--- config.mk ---
export PLATFORM = sky130hd
export DESIGN_NAME = muldiv_unit
export DESIGN_NICKNAME = d
export VERILOG_FILES = /design/src/rtl/muldiv_pkg.sv /design/src/rtl/muldiv_unit.sv
export SDC_FILE = /design/constraint.sdc
export NUM_CORES = 1
export LEC_CHECK = 0
export ABC_AREA = 1
export BUFFER_PORTS_ARGS = -buffer_cell sky130_fd_sc_hd__buf_2
export CAP_MARGIN = 10
export CORE_AREA = 8 8 169 171
export DETAILED_ROUTE_END_ITERATION = 6
export DIE_AREA = 0 0 177 179
export PLACE_DENSITY = 0.82
export SLEW_MARGIN = 0
export SYNTH_ARGS = -nofsm -noshare
export SYNTH_HDL_FRONTEND = slang
export SYNTH_SLANG_ARGS = --single-unit
--- constraint.sdc ---
create_clock -name clk -period 3.7 [get_ports clk]
set_clock_uncertainty 0.15 [all_clocks]
set_input_delay 0.555 -clock clk [delete_from_list [all_inputs] [get_ports clk]]
set_output_delay 0.555 -clock clk [all_outputs]
set_load 0.005 [all_outputs]
--- src/rtl/muldiv_pkg.sv ---
// Shared definitions for the iterative multiply/divide unit: op codes, FSM states
// and the iteration-counter width helper.
package muldiv_pkg;

  localparam int DEFAULT_WIDTH = 32;

  typedef enum logic [2:0] {
    OP_MULT  = 3'd0,
    OP_MULTU = 3'd1,
    OP_DIV   = 3'd2,
    OP_DIVU  = 3'd3,
    OP_MTHI  = 3'd4,
    OP_MTLO  = 3'd5,
    OP_NOP   = 3'd6
  } op_e;

  typedef enum logic [1:0] {
    ST_IDLE = 2'd0,
    ST_RUN  = 2'd1,
    ST_FIX  = 2'd2
  } state_e;

  // One extra bit so the counter can represent WIDTH itself.
  function automatic int cnt_width(input int width);
    return $clog2(width) + 1;
  endfunction

endpackage

--- src/rtl/muldiv_unit.sv ---
// Iterative HI/LO multiply/divide unit: shift-add multiply and restoring divide,
// one bit per cycle on magnitudes, with sign correction in a final FIX cycle.
module muldiv_unit
  import muldiv_pkg::*;
#(
  parameter int WIDTH = DEFAULT_WIDTH
) (
  input  logic             clk,
  input  logic             rst_n,
  input  logic             start,
  input  logic [2:0]       op,
  input  logic [WIDTH-1:0] a,
  input  logic [WIDTH-1:0] b,
  input  logic             flush,
  output logic             busy,
  output logic             done,
  output logic [WIDTH-1:0] hi,
  output logic [WIDTH-1:0] lo
);

  localparam int CW = cnt_width(WIDTH);

  state_e             state;
  logic [2*WIDTH-1:0] acc;
  logic [WIDTH-1:0]   opd;
  logic [CW-1:0]      cnt;
  logic               is_div;
  logic               neg_lo;
  logic               neg_hi;
  logic               div_zero;

  logic               signed_op;
  logic               a_neg;
  logic               b_neg;
  logic [WIDTH-1:0]   a_mag;
  logic [WIDTH-1:0]   b_mag;

  logic [WIDTH:0]     add_a;
  logic [WIDTH:0]     add_b;
  logic               add_cin;
  logic [WIDTH:0]     sum;
  logic [2*WIDTH-1:0] step_next;

  logic [2*WIDTH-1:0] prod_neg;
  logic [WIDTH-1:0]   quo_fix;
  logic [WIDTH-1:0]   rem_fix;

  always_comb begin
    signed_op = (op == OP_MULT) || (op == OP_DIV);
    a_neg     = signed_op & a[WIDTH-1];
    b_neg     = signed_op & b[WIDTH-1];
    a_mag     = a_neg ? (~a + WIDTH'(1)) : a;
    b_mag     = b_neg ? (~b + WIDTH'(1)) : b;
  end

  // Divide subtracts from the left-shifted partial remainder; bit WIDTH of the
  // difference is the borrow, since that remainder is always below twice the divisor.
  always_comb begin
    if (is_div) begin
      add_a   = acc[2*WIDTH-1:WIDTH-1];
      add_b   = ~{1'b0, opd};
      add_cin = 1'b1;
    end else begin
      add_a   = {1'b0, acc[2*WIDTH-1:WIDTH]};
      add_b   = {1'b0, opd};
      add_cin = 1'b0;
    end
    sum = add_a + add_b + {{WIDTH{1'b0}}, add_cin};

    if (is_div) begin
      if (sum[WIDTH]) begin
        step_next = {acc[2*WIDTH-2:0], 1'b0};
      end else begin
        step_next = {sum[WIDTH-1:0], acc[WIDTH-2:0], 1'b1};
      end
    end else begin
      if (acc[0]) begin
        step_next = {sum, acc[WIDTH-1:1]};
      end else begin
        step_next = {1'b0, acc[2*WIDTH-1:WIDTH], acc[WIDTH-1:1]};
      end
    end
  end

  always_comb begin
    prod_neg = ~acc + (2*WIDTH)'(1);
    if (div_zero) begin
      quo_fix = '1;
    end else if (neg_lo) begin
      quo_fix = ~acc[WIDTH-1:0] + WIDTH'(1);
    end else begin
      quo_fix = acc[WIDTH-1:0];
    end
    rem_fix = neg_hi ? (~acc[2*WIDTH-1:WIDTH] + WIDTH'(1)) : acc[2*WIDTH-1:WIDTH];
  end

  // Remainder takes the dividend's sign, so a zero divisor leaves hi equal to a.
  always_ff @(posedge clk or negedge rst_n) begin
    if (!rst_n) begin
      state    <= ST_IDLE;
      acc      <= '0;
      opd      <= '0;
      cnt      <= '0;
      is_div   <= 1'b0;
      neg_lo   <= 1'b0;
      neg_hi   <= 1'b0;
      div_zero <= 1'b0;
      busy     <= 1'b0;
      done     <= 1'b0;
      hi       <= '0;
      lo       <= '0;
    end else begin
      done <= 1'b0;
      if (flush) begin
        state <= ST_IDLE;
        busy  <= 1'b0;
      end else begin
        case (state)
          ST_IDLE: begin
            if (start) begin
              case (op_e'(op))
                OP_MULT, OP_MULTU, OP_DIV, OP_DIVU: begin
                  acc      <= {{WIDTH{1'b0}}, a_mag};
                  opd      <= b_mag;
                  is_div   <= op[1];
                  neg_lo   <= a_neg ^ b_neg;
                  neg_hi   <= a_neg;
                  div_zero <= op[1] & (b == '0);
                  cnt      <= '0;
                  busy     <= 1'b1;
                  state    <= ST_RUN;
                end
                OP_MTHI: hi <= a;
                OP_MTLO: lo <= a;
                default: ;
              endcase
            end
          end
          ST_RUN: begin
            acc <= step_next;
            cnt <= cnt + CW'(1);
            if (cnt == CW'(WIDTH - 1)) begin
              state <= ST_FIX;
            end
          end
          ST_FIX: begin
            if (is_div) begin
              hi <= rem_fix;
              lo <= quo_fix;
            end else if (neg_lo) begin
              hi <= prod_neg[2*WIDTH-1:WIDTH];
              lo <= prod_neg[WIDTH-1:0];
            end else begin
              hi <= acc[2*WIDTH-1:WIDTH];
              lo <= acc[WIDTH-1:0];
            end
            busy  <= 1'b0;
            done  <= 1'b1;
            state <= ST_IDLE;
          end
          default: state <= ST_IDLE;
        endcase
      end
    end
  end

endmodule

=== Word-level counts from Yosys, hierarchy flattened ===
Index checks and enable logic that the tools add are counted.

* Add/sub/neg operators: 8
* Equal/unequal tests: 15
* Muxes and demuxes: 38
* Bitwise gates (word level): 11
* Reduce and logical (&&, ||, !) cells: 14

{| class="wikitable"
|+ Operators with widths
! cell !! count
|-
| two-way mux 32 bit || 13
|-
| two-way mux 64 bit || 5
|-
| adder 32 x 1 -> 32 bit (second input constant) || 4
|-
| NOT 32 bit || 4
|-
| case mux 32 bit (2 select lines) || 2
|-
| case mux 64 bit (2 select lines) || 1
|-
| two-way mux 33 bit || 2
|-
| adder 64 x 1 -> 64 bit (second input constant) || 1
|-
| NOT 64 bit || 1
|-
| adder 33 x 1 -> 33 bit || 1
|-
| adder 33 bit || 1
|-
| NOT 32 -> 33 bit || 1
|-
| logical NOT 32 bit || 1
|-
| AND reduction 4 bit || 4
|-
| two-way mux 6 bit || 2
|-
| case mux 6 bit (2 select lines) || 1
|-
| two-way mux 2 bit || 4
|-
| adder 6 x 1 -> 6 bit (second input constant) || 1
|-
| == test 3 x 2 -> 1 bit (second input constant) || 2
|-
| == test 3 bit (second input constant) || 2
|-
| == test 6 x 5 -> 1 bit (second input constant) || 1
|-
| two-way mux 1 bit || 6
|-
| inequality test 2 x 1 -> 1 bit (second input constant) || 3
|-
| inequality test 3 bit (second input constant) || 2
|-
| other kinds (17) || 21
|}

* Flip-flop bits (word level): 174
* Bits of input ports: 71
* Output and inout bits: 66
* Logic and storage cells: 98

=== Longest topological paths before layout ===
* Depth in word-level cells: 7
* Depth in mapped cells: 23

=== Worst setup path after synthesis ===
Ideal clock, no wire load.

* Path type: register -> register
* From: register is_div
* To: register acc[54]
* Arrival: 3.027 ns
* Required time: 3.433 ns
* Slack: 0.406 ns
* Stages on the path, launching flop included: 23
* Buffers on the path: 5
* Cells stage by stage: dfrtp_1 buf_4 inv_2 buf_2 buf_1 clkbuf_1 o21ai_0 ha_1 nand2_1 inv_1 nand2_1 nand2_1 nand2_1 nand2_1 a21oi_2 nand2_2 nand2_2 nand3_4 buf_6 o21ai_0 nand2_1 nand3_1 nand2_1

* Word-level cells in the longest chain between the ends: 6

{| class="wikitable"
|+ RTL lines
! item !! line !! text
|-
| from (decl) || muldiv_unit.sv:27 || <nowiki>logic is_div;</nowiki>
|-
| from (signal assigned) || muldiv_unit.sv:125 || <nowiki>is_div <= op[1];</nowiki>
|-
| two-way mux 33 bit || muldiv_unit.sv:59 || <nowiki>if (is_div) begin</nowiki>
|-
| adder 33 bit || muldiv_unit.sv:68 || <nowiki>sum = add_a + add_b + {{WIDTH{1'b0}}, add_cin};</nowiki>
|-
| adder 33 x 1 -> 33 bit || muldiv_unit.sv:68 ||
|-
| two-way mux 64 bit, on equally long branches || muldiv_unit.sv:77, muldiv_unit.sv:71 ||
|-
| two-way mux 64 bit (*) || muldiv_unit.sv:70 || <nowiki>if (is_div) begin</nowiki>
|-
| case mux 64 bit (2 select lines) (*) || muldiv_unit.sv:118 || <nowiki>case (state)</nowiki>
|-
| to (signal assigned) || muldiv_unit.sv:123 || <nowiki>acc <= {{WIDTH{1'b0}}, a_mag};</nowiki>
|-
| to (signal assigned) || muldiv_unit.sv:140 || <nowiki>acc <= step_next;</nowiki>
|-
| to (decl) || muldiv_unit.sv:24 || <nowiki>logic [2*WIDTH-1:0] acc;</nowiki>
|}

Mark *: on every way between the ends. The rest lies on a longest branch, timed or not.
A chain may end at the register's enable or synchronous reset.

=== Final worst setup path ===
* From: register is_div
* To: register acc[36]

Same word-level chain as after synthesis.

==> results.txt <==
status = complete, but fails checks
failing checks = design-rule violations
fraction of registers with async set or reset after synthesis = 100.0%
die height = 179 um
Initial Util = 61.34%
initial antenna violation count = 0
critical path, cell by cell = buf_12, o21ai_0, ha_1, nand2_1, inv_1, a21oi_1, nand2_1, a21oi_2, nand2_2, nand2_2, nand3_4, buf_4, o21ai_2, o21ai_1, nand2_1, nand2_1
Worst Path Arrival = 3710 ps
Slew headroom = 37.62%
max cap viols = 0
ys flop type = dfrtp_1
Placed Cells = 3007
most common cell in the synthesized netlist = nand2_1
port bufs = 136
diode count = 0
R2R Setup Slk = 170 ps
Yosys top cell area share = 27.55%
critical path buffer and inverter count = 3
largest stage delay on the critical path = 580 ps
WP data required = 3880 ps
sequential element share of the synthesized area = 27.55%
RSZ-0062 raised after global routing = no
first-pass GRT wire length = 94.59 mm
Clock Tree Root = clkbuf_16
syn avg cell area = 6.060 um2
Finished Layout Cells = 3040
cell area after synthesis = 0.01580 mm2
largest net degree at the start of global routing = 66
Ports = 137
Max Slew Vio Count = 0
Period Utilization, post-route = 95.48%
Total GRT Usage = 38.06%
final setup TNS = 0 ps
synth cell count leaders = nand2_1 (686), nor2_1 (396), inv_1 (236), a21oi_1 (234), o21ai_0 (215)
DP Wirelength = 48.30 mm
flops & latches, synth = 174
worst-margin pin slew = 929.9 ps
WL final = 61.44 mm
DRT antenna net count = 0
Fmax = 283.1 MHz
later-pin clock latency in the skew report = 450 ps
fill count = 2361
CTS Buf Count = 17
clock sinks = 174
Final setup viols = 0
Leak Pwr = 8.397 nW
CTS Buffer Depth = 2
cell taking the most area after synthesis = dfrtp_1
Final Wtd Congestion = 1.073
Setup Crit Path Kind = reg -> reg
Die ar. = 0.03168 mm2
Die Wd = 177 um
clk slew on worst S/H paths = 80 ps
drt drc = 4
Setup Buffers After CTS = 0
CP most frequent cell = nand2_1
Synth Net Count = 2716
EDFF count, synth = 0
Sequential Area = 0.004358 mm2
Tmin final = 3533 ps
Detailed Routing Iterations Pass 1 = 7
TritonCTS clock tree = done
final hold viol count = 0
vias per cell = 6.106
Worst IR Drop VDD = 0.0008860 V
area grow syn2layout = 9.928%
worst hold-check path type = in -> reg
via count = 18560
Area contributors post-synth = dfrtp_1 (28%), nand2_1 (16%), nor2_1 (9.4%)
Multi-input gate area = 0.009981 mm2
row count = 59
Warnings, synthesis = 0
distinct cell type count after synthesis = 55
# H-tree levels = 4
pwr/cell area = 913.4 mW/mm2
Critical Path End Type = flop
GR Overflow Total = 0
Mapped Cells = 2608
DR iter-0 viols = 2670
layout cells sized above 1 = 10.91%
Slowest cell on crit path = dfrtp_4
per-cell routed wire length = 20.21 um
vias in the first global route = 16950
Nets = 2800
core box area = 0.02576 mm2
crit-path max FO = 31
kind of cell adding the most delay to the critical path = compound AO/OA/AOI/OAI gates
Startpoint Class = flop
stage by stage:
step | cell area (um2) | total power [mW] | util, % | hold slack, ps | setup slack, ps
after floorplan | 15800 | 10.49 | - | 109.4 | 405.8
after global placement | 16770 | 13.43 | 65.08 | 310.5 | 333.2
after detailed placement | 16770 | 13.61 | 65.08 | 319.4 | 277.7
after CTS | 17370 | 15.47 | 67.42 | 188.6 | 262.9
after global routing | 17370 | 17.03 | 67.43 | 201.5 | 16.93
final | 17370 | 15.87 | 67.43 | 204.4 | 167.1
sequential cells by signal, indices dropped and copies added (netlist names):
name	flops
lo	32
neg_hi	1
hi	32
div_zero	1
cnt	6
is_div	1
state	2
neg_lo	1
busy	1
opd	32
acc	64
done	1
area by class of cell:
class	instances	share of cell area (%)
clock buffers	17	2.449
flip-flops and latches	174	25.08
multi-input cells	2062	57.45
inverters	254	5.495
well taps	335	2.413
repair buffers	183	6.143
clock inverters	15	0.9651
placed cells by master, fill, tap and decap left out, types with 5 or more instances in the layout:
master	instances
nor3_1	38
a21oi_1	234
nor2_2	15
a31oi_1	27
buf_4	44
a22oi_1	7
nand2_1	686
nor2_4	7
clkbuf_16	17
o21ai_2	12
dfrtp_1	173
nor2_1	394
buf_2	135
nand4_1	17
inv_1	236
ha_1	36
xor2_1	71
xnor2_1	12
or2_2	5
o21ai_0	215
inv_2	14
o211ai_1	12
nand2_2	14
nand3b_1	9
o31ai_1	6
nand3_1	178
o21ai_1	26
where the power goes:
| part | internal, mW | leakage (nW) | switching [mW] | total, mW |
|---|---|---|---|---|
| Sequential | 2.65 | 2.06 | 1.01 | 3.67 |
| Combinational | 3.38 | 6.04 | 6.97 | 10.3 |
| Clock | 0.910 | 0.291 | 0.947 | 1.86 |
| Total | 6.94 | 8.40 | 8.93 | 15.9 |
logic make-up after synthesis:
family / after synthesis / share of synthesized area [%]
buf+inv: 372 / 9.358
simple gates: 1386 / 36.68
flops: 174 / 27.55
compound gates: 556 / 18.83
xor+xnor: 83 / 4.600
fa+ha+maj: 37 / 2.977
per-layer routing:
layer | up-vias | track usage [%] | part of all wire (%) | wire, um
met5 | - | 0 | 0 | 0
met4 | 0 | 23.75 | 6.8 | 4155
met3 | 215 | 6.655 | 11 | 6642
met2 | 1272 | 60.10 | 45 | 27440
met1 | 8415 | 47.90 | 38 | 23200
li1 | 8659 | - | - | -
worst paths after layout:
check                                 endpoint               start  cells after the start
min                           busy$_DFFE_PN0P_               flush                      2
min in group asynchronous    hi[7]$_DFFE_PN0P_               rst_n                      2
min reg2reg                 lo[25]$_DFFE_PN0P_  lo[25]$_DFFE_PN0P_                      2
max in group asynchronous  opd[21]$_DFFE_PN0P_               rst_n                      3
max reg2reg                acc[36]$_DFFE_PN0P_  is_div$_DFFE_PN0P_                     16
max                        acc[36]$_DFFE_PN0P_  is_div$_DFFE_PN0P_                     16
repair_timing:
action,CTS,global route
hold buffers,1,0
resized for setup,0,1
setup endpoints to repair,0,5
hold endpoints to repair,47,0
Power figures use the tool's default switching activity.
